<file path="src/rtl/updown_mon_pkg.sv">
`default_nettype none
// ============================================================================
// updown_mon_pkg : event codes, monitor FSM states and event record
// Revision: 1.0
// ============================================================================
package updown_mon_pkg;

    localparam logic [1:0] EVT_DIR_CHANGE = 2'b00;
    localparam logic [1:0] EVT_WRAP       = 2'b01;
    localparam logic [1:0] EVT_STEP_ERR   = 2'b10;
    localparam logic [1:0] EVT_RESYNC     = 2'b11;

    // Count field sized for the widest supported bus; narrower monitors zero-extend.
    localparam int EVT_COUNT_W = 32;

    typedef enum logic [1:0] {
        UNSYNC  = 2'd0,
        ACQUIRE = 2'd1,
        LOCKED  = 2'd2
    } mon_state_t;

    typedef struct packed {
        logic [1:0]             code;
        logic [EVT_COUNT_W-1:0] count;
    } evt_t;

endpackage
`default_nettype wire

</file>
<file path="src/rtl/updown_mon_evt_q.sv">
`default_nettype none
// ============================================================================
// updown_mon_evt_q : event holding stage; single register, or a 4-entry FIFO
//                    when UPDOWN_MON_EVT_FIFO_EN is defined
// Revision: 1.0
// ============================================================================
module updown_mon_evt_q
    import updown_mon_pkg::*;
(
    input  logic clk,
    input  logic reset,
    input  logic push,
    input  evt_t push_evt,
    input  logic pop,
    output logic valid,
    output evt_t head,
    output logic full,
    output logic drop
);

    logic pop_ok;
    logic accept;

    assign pop_ok = pop && valid;
    assign accept = push && (!full || pop_ok);
    assign drop   = push && full && !pop_ok;

`ifdef UPDOWN_MON_EVT_FIFO_EN
    localparam int DEPTH = 4;

    evt_t       mem [DEPTH];
    logic [1:0] wr_ptr;
    logic [1:0] rd_ptr;
    logic [2:0] fill;

    assign valid = (fill != 3'd0);
    assign full  = (fill == 3'(DEPTH));
    assign head  = valid ? mem[rd_ptr] : '0;

    always_ff @(posedge clk) begin
        if (accept) begin
            mem[wr_ptr] <= push_evt;
        end
    end

    always_ff @(posedge clk or posedge reset) begin
        if (reset) begin
            wr_ptr <= '0;
            rd_ptr <= '0;
            fill   <= '0;
        end else begin
            if (accept) wr_ptr <= wr_ptr + 2'd1;
            if (pop_ok) rd_ptr <= rd_ptr + 2'd1;
            case ({accept, pop_ok})
                2'b10:   fill <= fill + 3'd1;
                2'b01:   fill <= fill - 3'd1;
                default: fill <= fill;
            endcase
        end
    end
`else
    evt_t held;
    logic held_valid;

    assign valid = held_valid;
    assign full  = held_valid;
    assign head  = held;

    always_ff @(posedge clk or posedge reset) begin
        if (reset) begin
            held       <= '0;
            held_valid <= 1'b0;
        end else if (accept) begin
            held       <= push_evt;
            held_valid <= 1'b1;
        end else if (pop_ok) begin
            held_valid <= 1'b0;
        end
    end
`endif

endmodule
`default_nettype wire

</file>
<file path="src/rtl/updown_count_monitor.sv">
`default_nettype none
// ============================================================================
// updown_count_monitor : infers counter direction, checks step legality and
//                        reports events; UPDOWN_MON_EVT_FIFO_EN selects a FIFO
// Revision: 1.0
// ============================================================================
module updown_count_monitor
    import updown_mon_pkg::*;
#(
    parameter int WIDTH     = 8,
    parameter int RUN_W     = 16,
    parameter int ERR_LIMIT = 3
) (
    input  logic             clk,
    input  logic             reset,
    input  logic             sample_en,
    input  logic [WIDTH-1:0] count_in,
    output logic             locked,
    output logic             dir,
    output logic [RUN_W-1:0] run_len,
    output logic [7:0]       err_cnt,
    output logic [7:0]       drop_cnt,
    output logic             evt_valid,
    input  logic             evt_ready,
    output logic [1:0]       evt_code,
    output logic [WIDTH-1:0] evt_count
);

    localparam logic [WIDTH-1:0] ONE      = WIDTH'(1);
    localparam logic [WIDTH-1:0] ALL_ONES = '1;
    localparam logic [3:0]       LIMIT    = 4'(ERR_LIMIT);

    mon_state_t       state, state_nxt;
    logic [WIDTH-1:0] prev, diff;
    logic             dir_nxt;
    logic [RUN_W-1:0] run_nxt;
    logic [3:0]       bad_run, bad_nxt, bad_inc;
    logic             up_step, dn_step, same_dir;
    logic             err_inc, evt_push, evt_pop, evt_drop, evt_full;
    evt_t             evt_new, evt_head;
    logic             unused_bits;

    always_comb begin
        state_nxt = state;
        dir_nxt   = dir;
        run_nxt   = run_len;
        bad_nxt   = bad_run;
        err_inc   = 1'b0;
        evt_push  = 1'b0;
        evt_new   = '0;
        diff      = count_in - prev;
        up_step   = (diff == ONE);
        dn_step   = (diff == ALL_ONES);
        same_dir  = dir ? up_step : dn_step;
        bad_inc   = bad_run + 4'd1;
        if (sample_en) begin
            case (state)
                UNSYNC: state_nxt = ACQUIRE;
                ACQUIRE: begin
                    if (up_step || dn_step) begin
                        state_nxt = LOCKED;
                        dir_nxt   = up_step;
                        run_nxt   = RUN_W'(1);
                    end
                end
                LOCKED: begin
                    if (same_dir) begin
                        if (run_len != '1) run_nxt = run_len + RUN_W'(1);
                        bad_nxt = '0;
                        // A same-direction step out of the extreme value is a modulo wrap.
                        if (dir ? (prev == ALL_ONES) : (prev == '0)) begin
                            evt_push     = 1'b1;
                            evt_new.code = EVT_WRAP;
                        end
                    end else if (up_step || dn_step) begin
                        evt_push     = 1'b1;
                        evt_new.code = EVT_DIR_CHANGE;
                        dir_nxt      = ~dir;
                        run_nxt      = RUN_W'(1);
                        bad_nxt      = '0;
                    end else if (diff != '0) begin
                        err_inc  = 1'b1;
                        evt_push = 1'b1;
                        if (bad_inc == LIMIT) begin
                            evt_new.code = EVT_RESYNC;
                            state_nxt    = ACQUIRE;
                            run_nxt      = '0;
                            bad_nxt      = '0;
                        end else begin
                            evt_new.code = EVT_STEP_ERR;
                            bad_nxt      = bad_inc;
                        end
                    end
                end
                default: state_nxt = UNSYNC;
            endcase
        end
        evt_new.count = EVT_COUNT_W'(count_in);
    end

    always_ff @(posedge clk or posedge reset) begin
        if (reset) begin
            state    <= UNSYNC;
            locked   <= 1'b0;
            prev     <= '0;
            dir      <= 1'b1;
            run_len  <= '0;
            bad_run  <= '0;
            err_cnt  <= '0;
            drop_cnt <= '0;
        end else begin
            if (sample_en) prev <= count_in;
            state   <= state_nxt;
            locked  <= (state_nxt == LOCKED);
            dir     <= dir_nxt;
            run_len <= run_nxt;
            bad_run <= bad_nxt;
            if (err_inc && (err_cnt != 8'hFF))   err_cnt  <= err_cnt + 8'd1;
            if (evt_drop && (drop_cnt != 8'hFF)) drop_cnt <= drop_cnt + 8'd1;
        end
    end

    assign evt_pop = evt_valid && evt_ready;

    updown_mon_evt_q u_evt_q (
        .clk      (clk),
        .reset    (reset),
        .push     (evt_push),
        .push_evt (evt_new),
        .pop      (evt_pop),
        .valid    (evt_valid),
        .head     (evt_head),
        .full     (evt_full),
        .drop     (evt_drop)
    );

    assign evt_code    = evt_head.code;
    assign evt_count   = evt_head.count[WIDTH-1:0];
    // Upper count bits are zero-extension only; full is folded into drop.
    assign unused_bits = ^{evt_head.count, evt_full};

endmodule
`default_nettype wire

</file>
<file path="config.mk">
export PLATFORM = sky130hd
export DESIGN_NAME = updown_count_monitor
export DESIGN_NICKNAME = d
export VERILOG_FILES = /design/src/rtl/updown_mon_pkg.sv /design/src/rtl/updown_mon_evt_q.sv /design/src/rtl/updown_count_monitor.sv
export SDC_FILE = /design/constraint.sdc
export NUM_CORES = 1
export LEC_CHECK = 0
export BUFFER_PORTS_ARGS = -buffer_cell sky130_fd_sc_hd__buf_4
export CORE_ASPECT_RATIO = 2
export CORE_MARGIN = 3
export CORE_UTILIZATION = 60
export DETAILED_ROUTE_END_ITERATION = 10
export PLACE_DENSITY = 0.79
export RECOVER_POWER = 25
export SLEW_MARGIN = 0
export SYNTH_ARGS = -nofsm -noshare
export SYNTH_HDL_FRONTEND = slang
export SYNTH_HIERARCHICAL = 1
export SYNTH_SLANG_ARGS = --single-unit
</file>
<file path="constraint.sdc">
create_clock -name clk -period 10.3 [get_ports clk]
set_input_delay 2.06 -clock clk [delete_from_list [all_inputs] [get_ports clk]]
set_output_delay 2.06 -clock clk [all_outputs]
set_load 0.02 [all_outputs]
</file>
# Word level (Yosys, flattened, before mapping)
# Index checks and enable logic that the tools add are counted.
[word_totals]
input_bits = 12
word_cells = 96
regBits = 59
[classes]
eq_ne = 16
n_reduce_logical = 20
add_sub_neg = 5
muxes = 43
n_bitwise = 1
[ops]
columns = ["operator", "n"]
rows = [
  ["$mux W16", 6],
  ["$pmux W16 S2", 1],
  ["$mux W2", 11],
  ["$mux W1", 19],
  ["$add A16 B1 Y16 const B", 1],
  ["$add A8 B1 Y8 const B", 2],
  ["$eq A8 B8 Y1 const B", 2],
  ["$mux W4", 4],
  ["$ne A16 B16 Y1 const B", 1],
  ["$ne A8 B8 Y1 const B", 2],
  ["$eq A8 B1 Y1 const B", 1],
  ["$logic_not A8 Y1", 1],
  ["$ne A4 B4 Y1 const B", 2],
  ["$reduce_bool A8 Y1", 1],
  ["$sub A8 B8 Y8", 1],
  ["$logic_and A1 B1 Y1", 7],
  ["$ne A2 B2 Y1 const B", 3],
  ["$pmux W2 S3", 1],
  ["$reduce_and A6 Y1", 1],
  ["$reduce_and A5 Y1", 1],
  ["$add A4 B1 Y4 const B", 1],
  ["$eq A2 B2 Y1 const B", 2],
  ["$eq A4 B2 Y1 const B", 1],
  ["$reduce_bool A2 Y1", 2],
  ["other kinds (9)", 11],
]

# Depth between registers and ports, before layout
[depth]
word_depth = 10
depth_mapped = 20

# By module
# Netlist, hierarchy kept.
[by_module_without_submodules]
columns = ["mod", "n_inst", "area_per_inst_um2", "seq_area_each_um2", "cells_each"]
rows = [
  ["updown_count_monitor", 1, 3164.3, 1202.4, 340],
  ["updown_mon_evt_q", 1, 1478.9, 875.8, 79],
]

# Worst setup path after synthesis
# Ideal clock, no wire load.
[synth_path]
path_type = "input port to flip-flop"
startpoint = "input count_in[0]"
endpoint = "register drop_cnt[5]"
slack_ns = 4.756
setup_ns = 0.129
cell_stages = 20
t_arrival_ns = 5.415
cell_sequence = "inv_1 ha_1 inv_1 fa_1 a211oi_4 nor3_1 nor3b_1 and4b_1 and3_1 buf_4 mux2_2 o311a_1 nor2_1 inv_1 nor2_1 inv_1 a31oi_1 and4_1 nand3_1 xnor2_1"
[synth_via]
elab_chain_cells = 10
word_cells_on_any_way = 14
classes_between = "1 x add/sub; 2 x eq/ne; 6 x mux; 5 x reduce/logical"
[synth_rtl]
columns = ["element", "line", "source"]
rows = [
  ["start: declaration", "updown_count_monitor.sv:17", "input logic [WIDTH-1:0] count_in,"],
  ["$sub A8 B8 Y8 *", "updown_count_monitor.sv:51", "diff = count_in - prev;"],
  ["$reduce_bool A8 Y1 (tied with other cells)", "updown_count_monitor.sv:81", "end else if (diff != '0) begin"],
  ["$mux W1 / $logic_or A1 B1 Y1 (equally long branches)", "updown_count_monitor.sv:81, updown_count_monitor.sv:75", ""],
  ["$mux W1", "updown_count_monitor.sv:75", "end else if (up_step || dn_step) begin"],
  ["$mux W1 *", "updown_count_monitor.sv:67", "if (same_dir) begin"],
  ["$mux W1 *", "updown_count_monitor.sv:57", "case (state)"],
  ["$mux W1 *", "updown_count_monitor.sv:56", "if (sample_en) begin"],
  ["via evt_push", "updown_count_monitor.sv:39", "logic err_inc, evt_push, evt_pop, evt_drop, evt_full;"],
  ["$logic_and A1 B1 Y1 * (2 in a row)", "updown_mon_evt_q.sv:26", "assign drop = push && full && !pop_ok;"],
  ["via evt_drop", "updown_count_monitor.sv:39", ""],
  ["$logic_and A1 B1 Y1 *", "updown_count_monitor.sv:119", "if (evt_drop && (drop_cnt != 8'hFF)) drop_cnt <= drop_cnt + 8'd1;"],
  ["end signal: assignment", "updown_count_monitor.sv:119", ""],
  ["end: declaration", "updown_count_monitor.sv:22", "output logic [7:0] drop_cnt,"],
]
# Mark *: on every way through the listed nets, which the timed path passes. The rest lies on a longest branch.
# A chain may end at the register's enable or synchronous reset.

# Final worst setup path
# Ends and elaborated chain as after synthesis.

==> flow_summary.json <==
{
  "setup_viol": 0,
  "cp_num_cells": 20,
  "rsz0062_at_grt": "false",
  "clock_skew_ns": 0.00345,
  "final.setup.tns_ns": 0,
  "drt_wl_total_mm": 8.36,
  "grt_usage": 0.259,
  "cts.sinks": 59,
  "failed_checks": "max-capacitance violations, max-slew violations",
  "drt_iter0_markers": 233,
  "synthesis.nets": 399,
  "max_cap_viol_count": 1,
  "min_path_type": "reg2reg",
  "nFillCells": 444,
  "synth.avg_cell_area_um2": 9.91,
  "hold_viol": 0,
  "reg2reg_from": "prev[0]",
  "via_count": 3057,
  "final_util": 0.744,
  "hold_path.startpoint": "err_cnt[5]",
  "synth_area_um2": 3660,
  "outcome": "complete, but fails checks",
  "cp_slowest_cell": "fa_1",
  "post-dp-hpwl_mm": 6.04,
  "critPathBufInv": 5,
  "crit_path_end_kind": "register",
  "cp.arrival_ns": 5.89,
  "critPathTopFamily": "simple AND/OR/NAND/NOR gates",
  "required_ns": 10.51,
  "grt_start_max_net_pins": 49,
  "postSynthCellCount": 369,
  "setup_ws_ns": 4.62,
  "dieArea_um2": 7130,
  "clock_latency_ns": 0.33,
  "nNetsFinal": 451,
  "r2r-end": "drop_cnt[5]",
  "drc": 0,
  "first_pass_iters": 4,
  "postCtsSetupBuffers": 0,
  "cp_max_fo": 9,
  "grt_overflow": 0,
  "rrSetupSlack_ns": 6.12,
  "antenna_found_initial": 0,
  "cts_hold_buffers": 0,
  "grt_pass1_vias": 3093,
  "relSlewSlack": -0.224,
  "rr_worst_depth": 18,
  "core_area_um2": 5810,
  "final_cell_mix": "dfrtp_1, buf_4, nand2_1, a21oi_1, inv_1",
  "finalCritPeriodShare": 0.552,
  "synth_warnings": 6,
  "num_rows": 39,
  "wire_per_inst_um": 17.2,
  "cts_buffer_depth": 2,
  "grt_pass1_wl_mm": 13.8,
  "post-place-ws_ns": 4.31,
  "cp_cell_sequence": "buf_4, inv_1, ha_1, inv_1, fa_1, a211oi_4, nor3_1, nor3b_1, and4b_1, and3_1, mux2_2, o311a_1, nor2_1, inv_1, nor2_1, inv_1, a31oi_1, and4_1, nand3_1, xnor2_1",
  "clk_pin_slew_worst_paths_ns": 0.05,
  "cts_tree": "built",
  "gp_congestion": 0.912,
  "hold_depth": 1,
  "boundaryPins": 57,
  "cpMostUsedCell": "inv_1",
  "max_freq_mhz": 176,
  "diodes": 0,
  "syn2layout_area_growth_pct": 18.1,
  "layout-drive-gt1-share": 0.233,
  "maxSlewViolCount": 49,
  "peakVddDrop_mv": 0.145,
  "final_common_cell": "dfrtp_1",
  "cp-start-kind": "input port",
  "die_y_um": 116,
  "htreeDepth": 3,
  "finalCriticalPeriod_ns": 5.68,
  "cts_buffers": 9,
  "worst_slew_pin_slew_ns": 1.83,
  "clock-root-buffer": "clkbuf_16",
  "critical_path_class": "in2reg",
  "viasPerCell": 6.29,
  "drt.antenna.violating_nets": 0,
  "numPortBuffers": 56,
  "p_leak_nw": 2.02,
  "p_per_area_nw_per_um2": 187,
  "start_util": 0.630,
  "ctsResizeCount": 0,
  "slowest_delay_ns": 0.44,
  "die_w_um": 61.2,
  "hold_end": "err_cnt[5]"
}
registers in the layout (all words and copies together), names as in the netlist:
signal and cells:
u_evt_q/full 1, drop_cnt 8, prev 8, err_cnt 8
state 2, locked 1, bad_run 4, u_evt_q/head 10
dir 1, run_len 16
cell type report:
type                    count  area (µm²)  share of cell area
repair buffers             57         420              0.0973
inverters                  23        86.3              0.0200
well taps                  61        76.3              0.0177
clock inverters             2        35.0             0.00811
flip-flops and latches     59        1480               0.342
multi-input cells         271        1960               0.455
clock buffers              13         260              0.0602
routing by layer:
metal	part of all wire	GRT usage	vias to the layer above	routed length, µm
li1	-	-	1454	-
met1	0.35	0.264	1492	2910
met2	0.58	0.463	87	4810
met3	0.040	0.0531	24	338
met4	0.037	0.151	0	306
met5	0	0	-	0
worst reg2reg max path: cells and delay by family (launching register included):
kind	cells	cell delay, ns
flops	1	0.40
simple gates	8	1.59
buf+inv	3	0.17
xor+xnor	1	0.14
fa+ha+maj	2	0.60
mux	1	0.34
compound gates	3	0.83
stage by stage:
step                power (mW)  instance area, µm²  instances  hold slack (ns)
floorplan                0.449                3660        369            0.513
global route             0.852                4320        486            0.522
finish                   0.809                4320        486            0.498
detailed placement       0.516                4030        471            0.490
CTS                      0.816                4330        486            0.497
global placement         0.508                4030        471            0.481
report_power, final:
| part | internal [mW] | switching [mW] | leakage (nW) |
|---|---|---|---|
| combinational | 0.0936 | 0.125 | 1.10 |
| clock | 0.198 | 0.0967 | 0.146 |
| sequential | 0.264 | 0.0313 | 0.774 |
| total | 0.556 | 0.253 | 2.02 |
how the worst max path moves through the flow:
stage	from	to	slack (ns)
global placement	count_in[0]	drop_cnt[7]	4.44
detailed placement	count_in[0]	drop_cnt[5]	4.31
floorplan	count_in[0]	drop_cnt[5]	4.76
finish	count_in[0]	drop_cnt[5]	4.62
CTS	count_in[0]	drop_cnt[5]	4.62
global route	count_in[0]	drop_cnt[5]	4.25
Power figures use the tool's default switching activity.
